[src/rtl/width_change_pkg.sv]
// -----------------------------------------------------------------------------
// width_change_pkg
//   Shared helpers for the 8<->16 packer/unpacker pair.
//   - DEF_AWIDTH / DEF_BWIDTH : default wide / narrow widths used by both blocks
//   - cnt_max(a, b)           : number of narrow slices per wide word
//   - cnt_w(a, b)             : width of the slice index counter
//   - slice_off(...)          : bit offset of slice <idx> inside the wide word
// -----------------------------------------------------------------------------
package width_change_pkg;

   localparam int unsigned DEF_AWIDTH = 16;
   localparam int unsigned DEF_BWIDTH = 8;

   function automatic int unsigned cnt_max(input int unsigned aw, input int unsigned bw);
      return aw / bw;
   endfunction

   function automatic int unsigned cnt_w(input int unsigned aw, input int unsigned bw);
      int unsigned n;
      n = aw / bw;
      return (n <= 2) ? 1 : $clog2(n);
   endfunction

   // Offset of the lowest bit of slice <idx>. MSB-first walks down from the top slice.
   function automatic int unsigned slice_off(input int unsigned aw, input int unsigned bw,
                                             input int unsigned idx, input bit lsb_first);
      if (lsb_first)
         return idx * bw;
      else
         return aw - bw * (idx + 1);
   endfunction

endpackage

[src/rtl/width_change_16to8.sv]
// -----------------------------------------------------------------------------
// width_change_16to8
//   Unpacker: splits each AWIDTH-bit input word into AWIDTH/BWIDTH slices, one
//   per accepted output beat. Full valid/ready on both sides, no loss under
//   backpressure, no bubble between consecutive words.
//   Ports:
//     clk    in          clock, all logic on posedge
//     rst    in          synchronous reset, active-high
//     a_vld  in          input word valid
//     a_rdy  out         input ready (combinational from b_rdy)
//     a      in  AWIDTH  input word
//     b_vld  out         output slice valid (registered)
//     b_rdy  in          downstream ready
//     b      out BWIDTH  output slice (combinational slice of held word)
//   Configuration:
//     WIDTH_CHANGE_16TO8_LSB_FIRST_EN defined -> LSB slice emitted first;
//     undefined -> MSB slice first (matches the packer fill order).
// -----------------------------------------------------------------------------
module width_change_16to8
   import width_change_pkg::*;
#(
   parameter int unsigned AWIDTH = DEF_AWIDTH,
   parameter int unsigned BWIDTH = DEF_BWIDTH
) (
   input  logic              clk,
   input  logic              rst,
   input  logic              a_vld,
   output logic              a_rdy,
   input  logic [AWIDTH-1:0] a,
   output logic              b_vld,
   input  logic              b_rdy,
   output logic [BWIDTH-1:0] b
);

   localparam int unsigned CNT_MAX = cnt_max(AWIDTH, BWIDTH);
   localparam int unsigned CNT_W   = cnt_w(AWIDTH, BWIDTH);

`ifdef WIDTH_CHANGE_16TO8_LSB_FIRST_EN
   localparam bit LSB_FIRST = 1'b1;
`else
   localparam bit LSB_FIRST = 1'b0;
`endif

   logic [AWIDTH-1:0] data_q, data_d;
   logic [CNT_W-1:0]  cnt_q, cnt_d;
   logic              b_vld_q, b_vld_d;

   logic              last;
   logic              accept;
   logic              beat;
   logic [AWIDTH-1:0] shifted;

   assign last   = (cnt_q == CNT_W'(CNT_MAX - 1));
   // Ready while empty, or while the final slice leaves this cycle, so a new
   // word can reload with no idle cycle in between.
   assign a_rdy  = !b_vld_q || (b_rdy && last);
   assign accept = a_vld && a_rdy;
   assign beat   = b_vld_q && b_rdy;

   always_comb begin
      data_d  = data_q;
      cnt_d   = cnt_q;
      b_vld_d = b_vld_q;
      if (accept) begin
         // Takes priority over a simultaneous last beat.
         data_d  = a;
         cnt_d   = '0;
         b_vld_d = 1'b1;
      end else if (beat) begin
         if (last) begin
            cnt_d   = '0;
            b_vld_d = 1'b0;
         end else begin
            cnt_d = cnt_q + CNT_W'(1);
         end
      end
   end

   always_ff @(posedge clk) begin
      if (rst) begin
         data_q  <= '0;
         cnt_q   <= '0;
         b_vld_q <= 1'b0;
      end else begin
         data_q  <= data_d;
         cnt_q   <= cnt_d;
         b_vld_q <= b_vld_d;
      end
   end

   // Shift instead of an indexed part-select keeps the index width-agnostic.
   assign shifted = data_q >> slice_off(AWIDTH, BWIDTH, 32'(cnt_q), LSB_FIRST);
   assign b       = shifted[BWIDTH-1:0];
   assign b_vld   = b_vld_q;

endmodule

[config.mk]
export PLATFORM = sky130hd
export DESIGN_NAME = width_change_16to8
export DESIGN_NICKNAME = d
export VERILOG_FILES = /design/src/rtl/width_change_pkg.sv /design/src/rtl/width_change_16to8.sv
export SDC_FILE = /design/constraint.sdc
export NUM_CORES = 1
export LEC_CHECK = 0
export BUFFER_PORTS_ARGS = -buffer_cell sky130_fd_sc_hd__buf_2
export CORE_UTILIZATION = 48
export DETAILED_ROUTE_END_ITERATION = 12
export HOLD_SLACK_MARGIN = 0.05
export PLACE_DENSITY = 0.84
export SYNTH_ARGS = -nofsm -noshare
export SYNTH_HDL_FRONTEND = slang
export SYNTH_SLANG_ARGS = --single-unit
[constraint.sdc]
create_clock -name clk -period 1.4 [get_ports clk]
set_input_delay 0.07 -clock clk [delete_from_list [all_inputs] [get_ports clk]]
set_output_delay 0.07 -clock clk [all_outputs]
set_load 0.005 [all_outputs]
==> results of run 1 <==
-- cells in the final DEF, fill, tap and decap left out, drive strengths merged --
cell and n:
nand2b 32, buf 31, nor2b 1, nor3b 1
clkbuf 4, mux2 8, a21oi 1, dlygate4sd3 15
dfxtp 18, mux2i 16, a21boi 1, nor2 3
xor2 1, inv 1
-- worst register-to-register path: cells and delay by family, from the launching register on --
family / cells / cell delay [ns]
muxes: 1 / 0.23
and+or+nand+nor: 1 / 0.13
AOI/OAI and AO/OA: 1 / 0.08
DFF: 1 / 0.45
buffers and inverters: 1 / 0.22
-- path summary, 6_finish.rpt --
kind | startpoint | endpoint | slack, ns | cells after the start
hold / removal | a[5] | data_q[5]$_SDFFE_PP0P_ | 0.06 | 3
setup reg to reg | cnt_q$_SDFFE_PP0P_ | data_q[3]$_SDFFE_PP0P_ | 0.21 | 4
setup / recovery | cnt_q$_SDFFE_PP0P_ | b[5] | 0.1 | 2
hold reg to reg | data_q[0]$_SDFFE_PP0P_ | data_q[0]$_SDFFE_PP0P_ | 0.48 | 2
-- state kept, by name, summed over array words and instances (netlist names) --
signal / count
data_q: 16
b_vld: 1
cnt_q: 1
-- routing by layer --
| metal | track usage, % | wire, µm |
|---|---|---|
| met5 | 0 | 0 |
| met4 | 8.82 | 12 |
| met3 | 4.76 | 46 |
| met2 | 34.9 | 984 |
| met1 | 22.9 | 803 |
-- per-stage QoR --
step | setup slack, ns | utilization, % | hold slack [ns]
after global placement | 0.240 | 60.9 | 0.312
after global routing | 0.0416 | 71.2 | 0.0658
after floorplan | 0.293 | - | 0.191
after CTS | 0.0845 | 70.6 | 0.0510
final | 0.0994 | 71.2 | 0.0552
after detailed placement | 0.198 | 60.9 | 0.323
-- repair_timing --
item / in CTS / in global routing
hold endpoints to repair: 14 / 1
hold buffers: 14 / 1
gates resized for setup: 2 / 0
endpoints found under the setup margin: 5 / 0
-- cell families after synthesis --
group,share of synthesized area (%)
xor gates and xnor gates,0.950
and+or+nand+nor,24.7
AOI/OAI and AO/OA,2.58
buffers and inverters,5.56
DFF,39.1
muxes,27.1
-- area by class of cell --
cell class	count	area [µm²]	area share, %
multi-input combinational	64	510	40.6
sequential	18	364	29.0
timing repair buffer	46	310	24.7
clock buffer	4	36.3	2.89
tap	25	31.3	2.49
inverter	1	3.75	0.299
-- power breakdown --
group	switching, mW	total [mW]	internal (mW)
Sequential	0.0239	0.569	0.545
Combinational	0.0795	0.213	0.133
Clock	0.156	0.314	0.158
Total	0.259	1.10	0.837
==> impl_metrics.toml, run 1 <==
[grt]
antenna_found_initial = 0
grt_pass1_wl_um = 2880
grt_pass1_vias = 685
overflow = 0
grtUsageTotal_pct = 20.0
grt_max_degree = 35

[run]
cap_violations = 0

[layout]
final_nets = 154
instances_no_fill = 158
final_cell_area_mm2 = 0.00126
syn_to_final_growth_pct = 36.2
diodes = 0
drive_gt1_share_pct = 34.6
n_fill_cell = 142

[drt]
antenna_left = 0
wire_per_inst_um = 11.7
wl_um = 1850
vias = 723
drt_iter0_drc = 6
avgViaCountPerCell = 4.58
firstDrtPassIters = 4
drc = 0

[pwr]
power.density_mw_per_mm2 = 873
peakVddDrop_mv = 0.823
leakagePower_nw = 0.569
power_mw = 1.10

[critical_path]
cp_max_fo = 11
startpoint_type = "register"
path_cells = "mux2_2 > buf_2"
cp.arrival_ns = 1.23
slowest_stage = "dfxtp_4"
cp-end-kind = "output pin"
critPathBufInv = 1
critical-path-top-delay-family = "flip-flops"
slowest_delay_ns = 0.45
crit_required_ns = 1.33
path_class = "register to output pin"

[timing]
tns_ns = 0
period_share_pct = 92.9
drv_slew = 0
fin_crit_ns = 1.30
rsz0062_at_grt = "false"
hold_viol = 0
tightest_slew_ns = 0.394
setup_viol = 0
clock.fmax_mhz = 769
finClkSkew_ns = 0.00409
maxSlewHeadroom_pct = 73.8

[die]
core_mm2 = 0.00176
fp.dieH_um = 45.8
rows = 15
start_util_pct = 52.3
io_pins = 30
die_area_mm2 = 0.00210
fp.dieW_um = 45.8

[logic_synthesis]
ys_top_cells_by_count = "32 x nand2b_1, 18 x dfxtp_1, 16 x mux2i_1"
synth_edf_count = 0
syn_inst = 89
synth_nets = 109
synth-seq-cells = 18
avgSynthCellArea_um2 = 10.4
synth_warnings = 0
synthTopCellsByArea = "dfxtp_1 39%, nand2b_1 22%, mux2i_1 17%"
synth.distinct_cells = 15
synth_area_um2 = 922
yosysTopAreaCellShare_pct = 39.1
yosysMostFrequentCell = "nand2b_1"
seq_area_frac_synth_pct = 39.1
synth_top_area_cell = "dfxtp_1"
ys.flop_type = "dfxtp_1"
postSynth.asyncResetShare_pct = 0

[placed_design]
globalplace.congestion = 0.734
postPlaceCellArea_mm2 = 0.00107
hpwlAfterDp_um = 1270
dp.cells = 140
portBuffers = 29

[clock_tree]
cts.clk_slew.worst_paths_ns = 0.10
cts_buffer_depth = 2
cts_tree = "done"
htreeDepth = 1
cts_made_buffers = 3
clock_latency_ns = 0.29
clock_sinks = 18
post-cts-setup-buffer-count = 0
root_buffer = "clkbuf_4"

[worst_hold_path]
hp-class = "input port to register"

[outcome]
status = "complete, no violations"
Note: power is estimated with default switching activity, not from simulation.
==> run 2, diff against run 1 <==
- PLACE_DENSITY: 0.84 -> 0.73
==> impl_metrics.toml, run 2 (same netlist as run 1, synthesis figures left out) <==
[outcome]
status = "complete, no violations"

[placed_design]
globalplace.congestion = 0.673
hpwlAfterDp_um = 1120
portBuffers = 29
dp_worst_setup_slack_ns = 0.178
dp.cells = 139
postPlaceCellArea_mm2 = 0.00108

[critical_path]
cp.arrival_ns = 1.24
critPathBufInv = 2
cp-end-kind = "output pin"
slowest_stage = "dfxtp_2"
path_class = "register to output pin"
path_cells = "buf_6 > mux2_2 > buf_2"
slowest_delay_ns = 0.35
crit_required_ns = 1.33
cp_max_fo = 10
critical-path-top-delay-family = "flip-flops"
startpoint_type = "register"

[grt]
grtUsageTotal_pct = 18.4
grt_max_degree = 35
grt_pass1_vias = 639
antenna_found_initial = 0
overflow = 0
grt_pass1_wl_um = 2740

[drt]
drt_iter0_drc = 5
firstDrtPassIters = 3
drc = 0
avgViaCountPerCell = 4.64
antenna_left = 0
wl_um = 1740
wire_per_inst_um = 11.0
vias = 733

[timing]
finClkSkew_ns = 0.00147
tns_ns = 0
maxSlewHeadroom_pct = 73.9
drv_slew = 0
fin_ws_ns = 0.0868
tightest_slew_ns = 0.392
rsz0062_at_grt = "false"
timing.hold.ws_ns = 0.0638
period_share_pct = 93.8
fin_crit_ns = 1.31
hold_viol = 0
setup_viol = 0
clock.fmax_mhz = 761

[pwr]
power_mw = 1.03
peakVddDrop_mv = 0.734
power.density_mw_per_mm2 = 818
leakagePower_nw = 0.572

[layout]
final_cell_area_mm2 = 0.00126
final_nets = 155
diodes = 0
instances_no_fill = 158
top_register = "data_q"
largest_reg_flops = 16
drive_gt1_share_pct = 34.6
final_common_cell = "nand2b_1"
final_cell_mix = "32 x nand2b_1, 29 x buf_2, 17 x dfxtp_1, 16 x mux2i_1, 15 x dlygate4sd3_1"
final_util_pct = 71.6
syn_to_final_growth_pct = 37.0

[clock_tree]
cts.clk_slew.worst_paths_ns = 0.10
cts_made_buffers = 3
cts_tree = "done"
clock_sinks = 18
cts_buffer_depth = 2
clock_latency_ns = 0.28
root_buffer = "clkbuf_4"
htreeDepth = 1

[die]
die_area_mm2 = 0.00210
rows = 15
start_util_pct = 52.3
core_mm2 = 0.00176
fp.dieH_um = 45.8
io_pins = 30
fp.dieW_um = 45.8

[run]
cap_violations = 0

[worst_hold_path]
hp-class = "input port to register"
-- run 2: layer usage --
layer	global-route usage [%]	vias up	routed length [µm]
met5	0	-	0
met3	3.97	2	65
met4	5.29	0	10
met1	22.2	335	757
met2	32.6	16	905
li1	-	380	-
-- run 2: timing repair --
item                                    4_1_cts  5_1_grt
pin swaps                                     0        0
buffers inserted                              0        1
endpoints found under the hold margin        15        0
resized for setup                             2        0
hold buffers                                 15        0
endpoints found under the setup margin        8        6
-- run 2: final cells by class --
| class | count | area (µm²) |
|---|---|---|
| Timing Repair Buffer | 47 | 334 |
| Tap cell | 25 | 31.3 |
| Sequential cell | 18 | 362 |
| Fill cell | 152 | 500 |
| Multi-Input combinational cell | 64 | 510 |
| Inverter | 1 | 3.75 |
| Clock buffer | 3 | 22.5 |
-- run 2: worst min-delay path: stages --
cell and delay [ns]:
buf_2 0.10, nand2b_1 0.06, mux2i_1 0.07
-- run 2: report_power, final --
part           switching (mW)  internal [mW]  total [mW]
clock                   0.145         0.0996       0.245
sequential             0.0175          0.546       0.564
combinational          0.0845          0.141       0.225
-- run 2: worst paths after layout --
check | slack [ns] | end | start | cells after the start
worst max register to register | 0.16 | data_q[11]$_SDFFE_PP0P_ | cnt_q$_SDFFE_PP0P_ | 5
worst min-delay path | 0.06 | data_q[2]$_SDFFE_PP0P_ | a[2] | 3
worst max-delay path | 0.09 | b[3] | cnt_q$_SDFFE_PP0P_ | 3
worst min register to register | 0.48 | data_q[3]$_SDFFE_PP0P_ | data_q[3]$_SDFFE_PP0P_ | 2
==> run 3, diff against run 2 <==
- REMOVE_ABC_BUFFERS: default -> 1
==> impl_metrics.toml, run 3 (same netlist as run 1, synthesis figures left out) <==
[layout]
seqCellArea_um2 = 362
largest_reg_flops = 16
final_nets = 158
final_common_cell = "nand2b_1"
final_cell_mix = "32 x nand2b_1, 29 x buf_2, 17 x dfxtp_1, 17 x dlygate4sd3_1, 16 x mux2i_1"
diodes = 0
n_fill_cell = 154
syn_to_final_growth_pct = 38.3
top_register = "data_q"
multiInputGateArea_um2 = 510
drive_gt1_share_pct = 34.6

[drt]
drt_iter0_drc = 4
wire_per_inst_um = 10.8
antenna_left = 0
dr_wl_met2_um = 814
drc = 0
vias = 710
top_layer = "met4"
wl_um = 1740
firstDrtPassIters = 4
avgViaCountPerCell = 4.41
wirelength_met1_um = 845
wl_met3_um = 69

[die]
io_pins = 30
die_area_mm2 = 0.00210
core_mm2 = 0.00176
fp.dieW_um = 45.8
rows = 15
start_util_pct = 52.3
fp.dieH_um = 45.8

[critical_path]
startpoint_type = "register"
cp.arrival_ns = 1.27
slowest_delay_ns = 0.37
path_cells = "buf_4 > mux2_2 > buf_2"
critical-path-top-delay-family = "flip-flops"
cp_max_fo = 5
path_class = "register to output pin"
critPathBufInv = 2
cp-end-kind = "output pin"
slowest_stage = "dfxtp_2"
crit_required_ns = 1.33

[placed_design]
portBuffers = 29
globalplace.congestion = 0.696
hpwlAfterDp_um = 1080
dp_worst_setup_slack_ns = 0.283

[clock_tree]
clock_sinks = 18
cts_tree = "done"
post-cts-setup-buffer-count = 0
htreeDepth = 1
cts_buffer_depth = 2
clock_latency_ns = 0.28
root_buffer = "clkbuf_4"
cts_made_buffers = 3
cts.clk_slew.worst_paths_ns = 0.10

[timing]
finClkSkew_ns = 0.00141
fin_crit_ns = 1.34
tightest_slew_ns = 0.395
clock.fmax_mhz = 747
tns_ns = 0
rsz0062_at_grt = "false"
drv_slew = 0
fin_ws_ns = 0.0610
maxSlewHeadroom_pct = 73.6
setup_viol = 0
hold_viol = 0
period_share_pct = 95.6

[run]
cap_violations = 0

[pwr]
peakVddDrop_mv = 0.573
leakagePower_nw = 0.580
power.density_mw_per_mm2 = 813

[outcome]
status = "complete, no violations"

[grt]
grt_pass1_wl_um = 2630
antenna_found_initial = 0
grt_pass1_vias = 617
grt_max_degree = 35
overflow = 0
grtUsageTotal_pct = 18.2

[worst_hold_path]
hp-class = "input port to register"
[run 3: changes by cell type in the layout (fill, tap and decap cells not counted)]
cell,previous run,this run
buf_4,1,4
dlygate4sd3_1,15,17
buf_6,1,0
buf_12,1,0
[run 3: repair_timing]
| action | CTS | global route |
|---|---|---|
| endpoints found under the hold margin | 17 | 0 |
| hold buffers | 17 | 0 |
| setup endpoints to repair | 7 | 0 |
| resized for setup | 1 | 0 |
[run 3: power by group]
group	switching [mW]	leakage [nW]	internal [mW]
registers	0.0183	0.148	0.546
logic	0.0835	0.418	0.141
clock network	0.148	0.0138	0.0998
[run 3: worst register-to-register path, cell delays in order (launching register included)]
cell and delay [ns]:
dfxtp_1 0.34, a21boi_4 0.15, nor2b_2 0.13, buf_4 0.23
mux2i_1 0.21
[run 3: through the flow]
step           instances  util (%)  hold WS (ns)  cell area [µm²]  power, mW
2_1_floorplan         83         -         0.142              875      0.681
3_3_place_gp         141      61.3         0.311             1080      0.758
3_5_place_dp         141      61.3         0.318             1080      0.763
4_1_cts              161      72.3         0.137             1270       1.05
5_1_grt              161      72.3         0.143             1270       1.10
6_report             161      72.3         0.147             1270       1.04
[run 3: area by class of cell]
cell class	count	area share, %
clock buffers	3	1.77
inverters	1	0.294
multi-input cells	64	40.0
flip-flops and latches	18	28.4
well taps	25	2.45
repair buffers	50	27.1
[run 3: path summary, 6_finish.rpt]
check	from	slack (ns)	to	cells after the start
setup reg to reg	b_vld$_SDFFE_PP0P_	0.27	data_q[10]$_SDFFE_PP0P_	4
setup / recovery	cnt_q$_SDFFE_PP0P_	0.06	b[4]	3
hold / removal	b_rdy	0.15	b_vld$_SDFFE_PP0P_	4
hold reg to reg	data_q[14]$_SDFFE_PP0P_	0.47	data_q[14]$_SDFFE_PP0P_	2
[run 3: metal layers]
layer,up-vias,global-route usage [%]
met3,2,3.57
met5,-,0
li1,383,-
met2,19,29.1
met4,0,8.82
met1,306,23.2
